**src/rtl/aes_pkg.sv**
```systemverilog
// rtl/aes_pkg.sv - shared AES constants and round-sequencer state encoding
package aes_pkg;

    localparam int MODE_W = 2;
    localparam int NR_W   = 4;

    localparam logic [MODE_W-1:0] MODE_128 = 2'd1;
    localparam logic [MODE_W-1:0] MODE_192 = 2'd2;
    localparam logic [MODE_W-1:0] MODE_256 = 2'd3;

    localparam logic [NR_W-1:0] NR_128 = 4'd10;
    localparam logic [NR_W-1:0] NR_192 = 4'd12;
    localparam logic [NR_W-1:0] NR_256 = 4'd14;

    typedef enum logic [2:0] {
        ST_IDLE  = 3'd0,
        ST_LOAD  = 3'd1,
        ST_ROUND = 3'd2,
        ST_FINAL = 3'd3,
        ST_DONE  = 3'd4
    } aes_state_e;

endpackage

```
**src/rtl/aes_nr_decode.sv**
```systemverilog
// rtl/aes_nr_decode.sv - key-size mode to round-count map with invalid flag
module aes_nr_decode
    import aes_pkg::*;
(
    input  logic [MODE_W-1:0] mode,
    output logic [NR_W-1:0]   nr,
    output logic              invalid
);

    always_comb begin
        nr      = '0;
        invalid = 1'b0;
        case (mode)
            MODE_128: nr = NR_128;
            MODE_192: nr = NR_192;
            MODE_256: nr = NR_256;
            default:  invalid = 1'b1;
        endcase
    end

endmodule

```
**src/rtl/aes_round_ctrl.sv**
```systemverilog
// rtl/aes_round_ctrl.sv - handshaked round schedule for the iterative AES datapath
module aes_round_ctrl
    import aes_pkg::*;
(
    input  logic              clk,
    input  logic              reset,
    input  logic              start,
    input  logic [MODE_W-1:0] mode,
    input  logic              hold,
    input  logic              out_ack,
    output logic              busy,
    output logic [NR_W-1:0]   nr,
    output logic [NR_W-1:0]   round,
    output logic              key_load,
    output logic              round_en,
    output logic              final_round,
    output logic              out_valid,
    output logic              err
);

    aes_state_e      state_q, state_d;
    logic [NR_W-1:0] round_q, round_d;
    logic [NR_W-1:0] nr_q, nr_d;
    logic            err_q, err_d;
    logic [NR_W-1:0] dec_nr;
    logic            dec_invalid;

    aes_nr_decode u_nr_decode (
        .mode    (mode),
        .nr      (dec_nr),
        .invalid (dec_invalid)
    );

    always_ff @(posedge clk or posedge reset) begin
        if (reset) begin
            state_q <= ST_IDLE;
            round_q <= '0;
            nr_q    <= '0;
            err_q   <= 1'b0;
        end else begin
            state_q <= state_d;
            round_q <= round_d;
            nr_q    <= nr_d;
            err_q   <= err_d;
        end
    end

    // Strobes decode directly from state and hold so a stall masks them in the same cycle.
    always_comb begin
        state_d     = state_q;
        round_d     = round_q;
        nr_d        = nr_q;
        err_d       = 1'b0;
        key_load    = 1'b0;
        round_en    = 1'b0;
        final_round = 1'b0;
        case (state_q)
            ST_IDLE: begin
                if (start) begin
                    if (dec_invalid) begin
                        err_d = 1'b1;
                    end else begin
                        nr_d    = dec_nr;
                        round_d = '0;
                        state_d = ST_LOAD;
                    end
                end
            end
            ST_LOAD: begin
                if (!hold) begin
                    key_load = 1'b1;
                    round_d  = 4'd1;
                    state_d  = ST_ROUND;
                end
            end
            ST_ROUND: begin
                if (!hold) begin
                    round_en = 1'b1;
                    round_d  = round_q + 4'd1;
                    if (round_q == nr_q - 4'd1) begin
                        state_d = ST_FINAL;
                    end
                end
            end
            ST_FINAL: begin
                if (!hold) begin
                    round_en    = 1'b1;
                    final_round = 1'b1;
                    state_d     = ST_DONE;
                end
            end
            ST_DONE: begin
                if (out_ack) begin
                    round_d = '0;
                    state_d = ST_IDLE;
                end
            end
            default: state_d = ST_IDLE;
        endcase
    end

    assign busy      = (state_q != ST_IDLE);
    assign out_valid = (state_q == ST_DONE);
    assign err       = err_q;
    assign nr        = nr_q;
    assign round     = round_q;

endmodule
```
**config.mk**
```make
export PLATFORM = sky130hd
export DESIGN_NAME = aes_round_ctrl
export DESIGN_NICKNAME = d
export VERILOG_FILES = /design/src/rtl/aes_pkg.sv /design/src/rtl/aes_nr_decode.sv /design/src/rtl/aes_round_ctrl.sv
export SDC_FILE = /design/constraint.sdc
export NUM_CORES = 1
export LEC_CHECK = 0
export ABC_AREA = 0
export BUFFER_PORTS_ARGS = -buffer_cell sky130_fd_sc_hd__buf_2
export CAP_MARGIN = 20
export CORE_MARGIN = 2
export CORE_UTILIZATION = 43
export DETAILED_ROUTE_END_ITERATION = 8
export PLACE_DENSITY = 0.77
export SLEW_MARGIN = 20
export SYNTH_ARGS = -nofsm -noshare
export SYNTH_HDL_FRONTEND = slang
export SYNTH_SLANG_ARGS = --single-unit
```
**constraint.sdc**
```tcl
create_clock -name clk -period 1.5 [get_ports clk]
set_clock_uncertainty 0.15 [all_clocks]
set_input_delay 0.075 -clock clk [delete_from_list [all_inputs] [get_ports clk]]
set_output_delay 0.075 -clock clk [all_outputs]
set_load 0.01 [all_outputs]
```
# After elaboration in Yosys (flattened, before gate mapping)
# Index checks and enable logic that the tools add are counted.
# totals
register_bits	12
inputBits	7
output_inout_bits	14
wordCells	51
# op_classes
add_sub_neg	2
n_eq_ne	15
n_mux	22
n_reduce_logical	8
# ops
cell	count
two-way mux 3 bit	7
two-way mux 4 bit	5
one-hot mux 4 bit (4 select lines)	1
one-hot mux 3 bit (5 select lines)	1
!= test 2 bit, second input constant	7
one-hot mux 4 bit (3 select lines)	1
two-way mux 1 bit	7
AND reduction 7 bit	1
equality test 3 x 2 -> 1 bit, second input constant	2
AND reduction 6 bit	1
adder 4 x 1 -> 4 bit, second input constant	1
equality test 2 bit, second input constant	2
equality test 4 bit	1
nonzero test 4 bit	1
subtractor 4 x 1 -> 4 bit, second input constant	1
equality test 3 x 1 -> 1 bit, second input constant	1
equality test 3 bit, second input constant	1
zero test 3 bit	1
AND reduction 3 bit	1
nonzero test 3 bit	1
OR reduction 3 bit	1
equality test 2 x 1 -> 1 bit, second input constant	1
OR reduction 2 bit	1

# Longest topological paths before layout
# Gate-level depths: netlist (run 1).
# depth
word_depth	5
mapped_depth	5

# Modules after synthesis
# From an unflattened synthesis (run 1), not the netlist that was laid out.
# hier_totals
hier_cells	86
hier_area_um2	767.0
# modules_own_cells
module	instances	cells_each	area_per_inst_um2	seq_area_each_um2
aes_round_ctrl	1	80	738.2	300.3
aes_nr_decode	1	6	28.8	0.0

# Worst setup path after synthesis (run 1)
# OpenSTA, ideal clock, no wires.
# synth_timing
path_type	register to register
from	register nr_q[1] (netlist: nr[1])
to	register state_q[0]
setup_time_ns	0.101
arrival_time_ns	1.223
required_ns	1.249
slack_ns	0.026
path_stages_with_launch	6
cell_sequence	dfrtp_1 inv_1 ha_1 xor2_1 nand4b_1 o32ai_1
# synth_via
elab_chain_len	4
# synth_rtl
element	line	text
start, declared	aes_round_ctrl.sv:23	logic [NR_W-1:0] nr_q, nr_d;
start signal, assigned	aes_round_ctrl.sv:43	nr_q <= nr_d;
subtractor 4 x 1 -> 4 bit	aes_round_ctrl.sv:80	if (round_q == nr_q - 4'd1) begin
equality test 4 bit	aes_round_ctrl.sv:80	
!= test 2 bit (no source line)	--	
AND reduction 7 bit (no source line)	--	
end signal, assigned	aes_round_ctrl.sv:41	state_q <= state_d;
end, declared	aes_round_ctrl.sv:21	aes_state_e state_q, state_d;
# Every way passes these cells.
# A chain may end at the register's enable or synchronous reset.

# Worst setup path after layout (run 1)
# layout_timing
from	input port mode[1]
to	register nr_q[2] (netlist: nr[2])
# layout_via
elab_chain_len	3
elab_cells_between_ends	6
classes_between	3 x eq/ne; 1 x mux; 2 x reduce/logical
# layout_rtl
element	line	text
start, declared	aes_round_ctrl.sv:8	input logic [MODE_W-1:0] mode,
equality test 2 x 1 -> 1 bit or equality test 2 bit (tied branches)	aes_nr_decode.sv:13	case (mode)
OR reduction 3 bit (no source line)	--	
AND reduction 3 bit (no source line)	--	
# Several ways; a longest one is shown, not always the timed one.

==> results of run 1 <==
worst max path at each step:
stage                     startpoint    endpoint  slack (ps)
after floorplan                nr[1]  state_q[0]          30
after global placement         nr[2]  state_q[0]         -20
after detailed placement       nr[2]  state_q[0]           8
after CTS                 state_q[1]   out_valid        0.03
after global routing      state_q[1]   out_valid         -70
final                        mode[1]       nr[2]         -10
power groups by stage:
stage               Combinational (mW)  Clock, mW  Sequential, mW
detailed placement               0.842          0           0.534
global placement                 0.824          0           0.527
finish                            1.04      0.202           0.543
CTS                              0.903      0.207           0.541
global route                      1.15      0.220           0.555
floorplan                        0.521          0           0.542
sequential cells by signal (all words and copies together) (netlist names):
signal and cells:
nr 3, state_q 3, round 4, err 1
metal layers:
metal  GRT usage, %  share of wire (%)
met5              0                  0
met4           6.67                3.7
met3           6.25                5.7
met2           33.7                 48
met1           26.4                 42
kinds of logic after synthesis:
| family | count (synthesis) |
|---|---|
| xor gates and xnor gates | 4 |
| DFF | 11 |
| buffers and inverters | 8 |
| muxes | 3 |
| other | 1 |
| AOI/OAI and AO/OA | 15 |
| adders and majority gates | 2 |
| and+or+nand+nor | 28 |
worst max-delay path: cells and delay by family:
kind,cells,cell delay (ps)
compound gates,1,210
buf+inv,2,710
mux,1,340
simple gates,1,170
what timing repair did:
action | in CTS | in global routing
hold buffers | 5 | 0
endpoints found under the hold margin | 15 | 0
buffers inserted | 1 | 5
gates resized for setup | 4 | 3
endpoints found under the setup margin | 2 | 8
pin swaps | 1 | 1
cells in the mapped netlist, types with 2 or more instances:
master and number:
inv_1 6, nor4b_1 2, dfrtp_1 11, o22ai_1 2
xnor2_1 3, a22oi_1 2, nor2_1 4, ha_1 2
mux2_1 2, nand3_1 3, nand2_1 10, a21oi_1 2
o21ai_1 3
through the flow:
step / total power, mW / cells / utilization [%]
2_1_floorplan: 1.06 / 72 / -
3_3_place_gp: 1.35 / 112 / 55.5
3_5_place_dp: 1.38 / 112 / 55.5
4_1_cts: 1.65 / 122 / 62.2
5_1_grt: 1.92 / 127 / 66.0
6_report: 1.79 / 127 / 66.0
final cells by class:
type / instances / area share [%]
multi-input cells: 53 / 40.0
flip-flops and latches: 11 / 28.3
repair buffers: 37 / 24.7
clock buffers: 4 / 2.68
inverters: 6 / 2.29
well taps: 16 / 2.04
==> results.py, run 1 <==
metrics = {
    "critical_path": {
        "critPathMaxStageDelay_ps": 560,
        "reg2reg_depth": 5,
        "r2r-start": "nr[2]",
        "rrSetupSlack_ps": 40,
        "worstReg2RegEnd": "state_q[0]",
        "path_class": "input pin to flip-flop",
        "arrival_ps": 1520,
        "path_cells": "dlygate4sd3_1, buf_2, o21a_1, nand3_1, mux2_1",
        "slowest_stage": "dlygate4sd3_1",
        "crit_path_end_kind": "flip-flop",
        "start_kind": "input pin",
        "critPathMaxFanout": 4,
        "worst-endpoint-required_ps": 1500,
    },
    "power_and_ir_drop": {
        "p_per_area_mw_per_mm2": 1820,
        "ir_worst_vdd_mv": 1.15,
        "power_leakage_nw": 0.474,
        "pwr-share-clk_pct": 11.3,
        "comb_power_share_pct": 58.4,
        "sequentialPowerShare_pct": 30.3,
        "p_int_mw": 1.05,
        "swShare_pct": 41.5,
        "net-switching-power_mw": 0.743,
    },
    "synth": {
        "synth_top_area_share_pct": 41.0,
        "synthMuxAreaShare_pct": 4.84,
        "ys_seq_area_share_pct": 41.0,
        "synth_xor_area_share_pct": 5.21,
        "ys_ff_latch": 11,
        "synth_top_family_by_area": "simple AND/OR/NAND/NOR gates",
        "synth.area.top_cells": "dfrtp_1 41%, nand2_1 5.6%, xnor2_1 3.9%",
        "synth-async-reset-ratio_pct": 100,
        "synth_top_cell_by_area": "dfrtp_1",
        "synth-compound-area-share_pct": 16.4,
        "synthFlopType": "dfrtp_1",
        "syn_area_sq_um": 672,
        "synthSimpleGateAreaFrac_pct": 23.1,
        "synth_fp_nets": 81,
        "synth_cells": 72,
        "synthAdderAreaFrac_pct": 3.72,
        "ys_types": 33,
        "synth-edff-count": 0,
        "ys_warn_count": 0,
        "avgSynthCellArea_sq_um": 9.33,
    },
    "place": {
        "place_ws_ps": 8.20,
        "place_area_sq_um": 827,
        "port_buffers": 19,
        "dp_hpwl_microns": 1180,
        "gp_congestion": 0.873,
    },
    "floorplanning": {
        "die_w_microns": 43.5,
        "core_area_sq_mm": 0.00149,
        "die-height_microns": 43.5,
        "die-area_sq_mm": 0.00189,
        "start_util_pct": 45.1,
        "row_count": 14,
        "io_pins": 21,
    },
    "timing": {
        "layout_setup_ws_ps": -12.1,
        "fin_crit_sh_pct": 101,
        "fin_crit_ps": 1510,
        "drv_slew": 0,
        "finalHoldViolCount": 0,
        "rsz0062_at_grt": "true",
        "tns_ps": -15.6,
        "fmax_mhz": 661,
        "setup_viol": 2,
        "whs_ps": 100,
    },
    "route": {
        "ant_nets": 0,
        "post_drt_wl_per_cell_microns": 15.0,
        "vias": 703,
        "drt_wl_total_microns": 1910,
        "first_pass_iters": 4,
        "viasPerCell": 5.54,
        "first_iter_violations": 22,
        "drc": 0,
    },
    "min_path": {
        "hold_path.startpoint": "hold",
        "hold-path-cell-count": 4,
        "min_to": "state_q[1]",
        "hp-class": "input pin to flip-flop",
    },
    "cells_and_area": {
        "n_antenna_cell": 0,
        "mostFrequentLayoutCells": "19 x buf_2, 13 x buf_4, 10 x nand2_1",
        "area_growth_pct": 46.2,
        "multi_input_area_sq_um": 393,
        "final_nets": 121,
        "drive_above_1_share_pct": 41.4,
        "finalInstanceArea_sq_um": 982,
        "fill_cells": 119,
        "seq_area_sq_um": 278,
        "layout_commonest_cell": "buf_2",
    },
    "clock_network": {
        "clk_pin_slew_ps": 70,
        "numCtsBuffers": 3,
        "insertion_delay_ps": 270,
        "clock_sinks": 11,
        "cts_buffer_depth": 2,
        "tritoncts": "done",
        "htree_levels": 1,
        "cts_root_buffer": "clkbuf_4",
    },
    "run_status": {
        "outcome": "finished with violations",
        "violations": "negative setup slack",
    },
    "grt": {
        "antenna_found_initial": 0,
        "grt_pass1_wl_microns": 2890,
        "grt_start_max_net_pins": 12,
        "gr-total-overflow": 0,
        "grt_pass1_vias": 672,
        "grtUsageTotal_pct": 20.7,
    },
    "run": {
        "maxCapViolations": 0,
    },
}
Power figures use the tool's default switching activity.
==> inputs of run 2 (changes only) <==
CORE_UTILIZATION = 47   (was 43)
PLACE_DENSITY = 0.79   (was 0.77)
clock period = 1.6 ns   (was 1.5 ns; I/O delays follow)
==> run 2 against run 1 <==
  * The run now ends clean
  * Final area is 9.0% lower
  * Utilization up 1.8 points
  * Wire length down 16%
  * Non-clock buffer count is 9 lower
  * Sequential power down 6.3%
  * Clock power fell by 5%
  * Critical endpoint is now out_valid
  * Via count shrank 7.4%
  * Sequential cell count unchanged
  * Hold slack gained 1.2 ps
  * Highest routed layer unchanged
  * Setup slack gained 83 ps
==> results.py, run 2 (synthesis gave the netlist of run 1 again) <==
metrics = {
    "timing": {
        "rsz0062_at_grt": "false",
        "setup_viol": 0,
        "fmax_mhz": 654,
        "drv_slew": 0,
        "finalHoldViolCount": 0,
        "fin_crit_sh_pct": 95.6,
        "tns_ps": 0,
        "fin_crit_ps": 1530,
    },
    "power_and_ir_drop": {
        "total_power_mw": 1.51,
        "comb_power_share_pct": 53.5,
        "ir_worst_vdd_mv": 0.929,
        "sequentialPowerShare_pct": 33.8,
        "p_per_area_mw_per_mm2": 1690,
        "p_int_mw": 0.862,
        "swShare_pct": 42.8,
        "net-switching-power_mw": 0.644,
        "power_leakage_nw": 0.432,
        "pwr-share-clk_pct": 12.7,
    },
    "route": {
        "first_pass_iters": 4,
        "first_iter_violations": 11,
        "post_drt_wl_per_cell_microns": 13.7,
        "vias": 651,
        "drc": 0,
        "viasPerCell": 5.56,
        "ant_nets": 0,
        "drt_wl_total_microns": 1600,
    },
    "critical_path": {
        "start_kind": "flip-flop",
        "startpoint": "state_q[1]",
        "r2r-start": "nr[2]",
        "rrSetupSlack_ps": 140,
        "arrival_ps": 1300,
        "critPathCapture": "out_valid",
        "path_class": "flip-flop to output port",
        "critPathMaxFanout": 8,
        "worst-endpoint-required_ps": 1370,
        "crit_path_end_kind": "output port",
        "worstReg2RegEnd": "state_q[0]",
        "reg2reg_depth": 5,
    },
    "grt": {
        "gr-total-overflow": 0,
        "grt_start_max_net_pins": 12,
        "grt_pass1_vias": 581,
        "grtUsageMet1_pct": 28.2,
        "grt_use_met3_pct": 2.61,
        "grtUsageTotal_pct": 20.3,
        "antenna_found_initial": 0,
        "met2_usage_pct": 30.6,
        "top_usage_layer": "met2",
        "grt_pass1_wl_microns": 2690,
    },
    "cells_and_area": {
        "largest_reg_flops": 4,
        "area_growth_pct": 33.0,
        "final_nets": 112,
        "mostFrequentLayoutCells": "19 x buf_2, 10 x nand2_1, 10 x dfrtp_1",
        "n_antenna_cell": 0,
        "drive_above_1_share_pct": 32.4,
        "layout_commonest_cell": "buf_2",
    },
    "floorplanning": {
        "die_w_microns": 41.8,
        "row_count": 13,
        "core_area_sq_mm": 0.00132,
        "start_util_pct": 51.0,
        "die-area_sq_mm": 0.00175,
        "die-height_microns": 41.8,
        "io_pins": 21,
    },
    "clock_network": {
        "clock_sinks": 11,
        "insertion_delay_ps": 270,
        "tritoncts": "done",
        "cts_buffer_depth": 2,
        "htree_levels": 1,
        "clk_pin_slew_ps": 80,
        "numCtsBuffers": 3,
        "cts_root_buffer": "clkbuf_4",
    },
    "run_status": {
        "outcome": "finished clean",
    },
    "place": {
        "dp_hpwl_microns": 1160,
        "port_buffers": 19,
        "gp_congestion": 0.854,
    },
    "min_path": {
        "hp-class": "input pin to flip-flop",
        "hold_path.startpoint": "hold",
    },
    "run": {
        "maxCapViolations": 0,
    },
}
## run 2: cell type report
class | count | area, sq um
Fill cell | 104 | 424
Timing Repair Buffer | 28 | 175
Tap cell | 15 | 18.8
Sequential cell | 11 | 277
Clock buffer | 4 | 26.3
Multi-Input combinational cell | 53 | 374
Inverter | 6 | 22.5
## run 2: worst max-delay path, stage by stage (launching register included)
cell,delay [ps]
dfrtp_1,480
nor2_4,190
buf_4,140
nand2_1,70
inv_1,50
buf_2,110
## run 2: through the flow
| step | hold WS [ps] | cell area [sq um] | util [%] | setup WS (ps) | cells |
|---|---|---|---|---|---|
| 6_report | 102 | 893 | 67.8 | 70.5 | 117 |
| 5_1_grt | 124 | 893 | 67.8 | 2.41 | 117 |
| 4_1_cts | 99.9 | 872 | 66.2 | 11.7 | 116 |
| 3_5_place_dp | -52.4 | 796 | 60.4 | 37.9 | 107 |
| 3_3_place_gp | -57.9 | 796 | 60.4 | 48.3 | 107 |
| 2_1_floorplan | -218 | 672 | - | 126 | 72 |
## run 2: power by group through the flow
stage	Combinational (mW)	Clock, mW	Sequential (mW)
floorplan	0.489	0	0.509
global placement	0.720	0	0.505
detailed placement	0.740	0	0.511
CTS	0.754	0.195	0.506
global route	0.890	0.205	0.531
finish	0.806	0.191	0.509
## run 2: worst min path at each step
stage | end | slack (ps) | depth (start not counted)
after floorplan | err | -220 | 1
after global placement | nr[3] | -60 | 2
after detailed placement | nr[3] | -50 | 2
after CTS | state_q[0] | 100 | 3
after global routing | state_q[0] | 120 | 3
final | state_q[0] | 100 | 3
## run 2: layer usage
layer	share of wire, %	routed length, microns
met1	42	676
met2	48	772
met3	7.9	127
met4	1.3	21
met5	0	0
## run 2: repair_timing
item | 4_1_cts | 5_1_grt
gates resized for setup | 0 | 3
endpoints found under the setup margin | 0 | 2
hold buffers | 5 | 0
endpoints found under the hold margin | 15 | 0
setup buffers | 0 | 1
==> inputs of run 3 (changes only) <==
CTS_BUF_LIST = sky130_fd_sc_hd__clkbuf_4   (was not set)
==> run 3 against run 2 <==
  * Total power rose by 1.8%
  * Final area grew 0.42%
  * Wire length rose by 2.1%
  * Combinational power about the same
  * Setup slack got worse by 24 ps
  * Sequential share of layout area is 0.13 points lower
  * Via count down 1.4%
  * Critical endpoint unchanged
  * Highest routed layer unchanged
==> results.py, run 3 (synthesis gave the netlist of run 1 again) <==
metrics = {
    "run_status": {
        "outcome": "finished clean",
    },
    "route": {
        "drc": 0,
        "viasPerCell": 5.49,
        "first_pass_iters": 4,
        "first_iter_violations": 18,
        "post_drt_wl_per_cell_microns": 13.9,
        "drt_wl_total_microns": 1630,
        "ant_nets": 0,
        "vias": 642,
    },
    "power_and_ir_drop": {
        "total_power_mw": 1.53,
        "sequentialPowerShare_pct": 33.3,
        "ir_worst_vdd_mv": 0.936,
        "net-switching-power_mw": 0.655,
        "comb_power_share_pct": 52.7,
        "power_leakage_nw": 0.436,
        "swShare_pct": 42.7,
        "pwr-share-clk_pct": 14.0,
        "p_per_area_mw_per_mm2": 1710,
        "p_int_mw": 0.878,
    },
    "critical_path": {
        "critPathMaxFanout": 8,
        "path_cells": "nor2_4, buf_4, nand2_1, inv_1, buf_2",
        "crit_path_end_kind": "output port",
        "slowest_stage": "dfrtp_1",
        "path_class": "flip-flop to output port",
        "critPathMaxStageDelay_ps": 490,
        "start_kind": "flip-flop",
        "worst-endpoint-required_ps": 1370,
        "arrival_ps": 1320,
    },
    "place": {
        "dp_hpwl_microns": 1160,
        "port_buffers": 19,
        "gp_congestion": 0.854,
        "placed_cells": 107,
    },
    "floorplanning": {
        "die_w_microns": 41.8,
        "die-height_microns": 41.8,
        "core_area_sq_mm": 0.00132,
        "die-area_sq_mm": 0.00175,
        "io_pins": 21,
        "row_count": 13,
        "start_util_pct": 51.0,
    },
    "timing": {
        "whs_ps": 99.9,
        "drv_slew": 0,
        "finalHoldViolCount": 0,
        "rsz0062_at_grt": "false",
        "fmax_mhz": 644,
        "tns_ps": 0,
        "setup_viol": 0,
        "fin_crit_ps": 1550,
        "fin_crit_sh_pct": 97.1,
    },
    "grt": {
        "grtUsageTotal_pct": 20.2,
        "grt_pass1_wl_microns": 2700,
        "grt_pass1_vias": 595,
        "grt_start_max_net_pins": 12,
        "gr-total-overflow": 0,
        "antenna_found_initial": 0,
    },
    "cells_and_area": {
        "area_growth_pct": 33.5,
        "final_nets": 112,
        "multi_input_area_sq_um": 374,
        "seq_area_sq_um": 277,
        "fill_cells": 102,
        "fin_util_pct": 68.1,
        "instances_no_fill": 117,
        "drive_above_1_share_pct": 33.3,
        "mostFrequentLayoutCells": "19 x buf_2, 10 x nand2_1, 10 x dfrtp_1",
        "layout_commonest_cell": "buf_2",
        "n_antenna_cell": 0,
        "largest_reg_flops": 4,
    },
    "clock_network": {
        "clk_pin_slew_ps": 80,
        "htree_levels": 1,
        "insertion_delay_ps": 270,
        "numCtsBuffers": 3,
        "clock_sinks": 11,
        "cts_root_buffer": "clkbuf_4",
        "cts_buffer_depth": 2,
        "tritoncts": "done",
    },
    "run": {
        "maxCapViolations": 0,
    },
    "min_path": {
        "hp-class": "input pin to flip-flop",
    },
}
==> run 3: cell counts in the layout (fill, tap and decap cells not counted) <==
Identical to the previous run, type by type.
==> run 3: path summary, 6_finish.rpt <==
kind / from / to / slack [ps] / cells after the start
hold reg to reg: nr[3] / nr[3] / 370 / 1
setup reg to reg: nr[2] / state_q[0] / 140 / 5
max in group asynchronous: reset / state_q[0] / 790 / 3
min in group asynchronous: reset / nr[3] / 190 / 3
setup / recovery: state_q[1] / out_valid / 50 / 5
hold / removal: hold / state_q[0] / 100 / 3
==> run 3: per-stage QoR <==
| stage | cell area (sq um) | setup WS, ps |
|---|---|---|
| final | 897 | 46.1 |
| after CTS | 876 | 11.7 |
| after global placement | 796 | 48.3 |
| after floorplan | 672 | 126 |
| after global routing | 897 | 2.41 |
| after detailed placement | 796 | 37.9 |
==> run 3: power by group through the flow <==
| stage | sequential [mW] | combinational (mW) | clock [mW] |
|---|---|---|---|
| floorplan | 0.509 | 0.489 | 0 |
| global placement | 0.505 | 0.720 | 0 |
| detailed placement | 0.511 | 0.740 | 0 |
| CTS | 0.506 | 0.754 | 0.213 |
| global route | 0.531 | 0.890 | 0.224 |
| finish | 0.511 | 0.807 | 0.214 |
==> run 3: area by class of cell <==
type,count,share of cell area (%)
multi-input cells,53,41.7
flip-flops and latches,11,30.8
repair buffers,28,19.5
clock buffers,4,3.35
inverters,6,2.51
well taps,15,2.09
==> run 3: worst max-delay path, delay by kind of cell (launching register included) <==
kind / cells / cell delay, ps
buffers and inverters: 3 / 300
flip-flops: 1 / 490
AND/OR/NAND/NOR: 2 / 260
==> run 3: repair_timing <==
| action | in CTS | in global routing |
|---|---|---|
| buffers inserted | 0 | 1 |
| hold endpoints to repair | 15 | 0 |
| gates resized for setup | 0 | 3 |
| endpoints found under the setup margin | 0 | 2 |
| hold buffers | 5 | 0 |
==> run 3: metal layers <==
layer | track usage, % | part of all wire (%)
met5 | 0 | 0
met2 | 31.6 | 47
met3 | 2.61 | 6.1
met1 | 27.1 | 44
met4 | 10.3 | 2.7
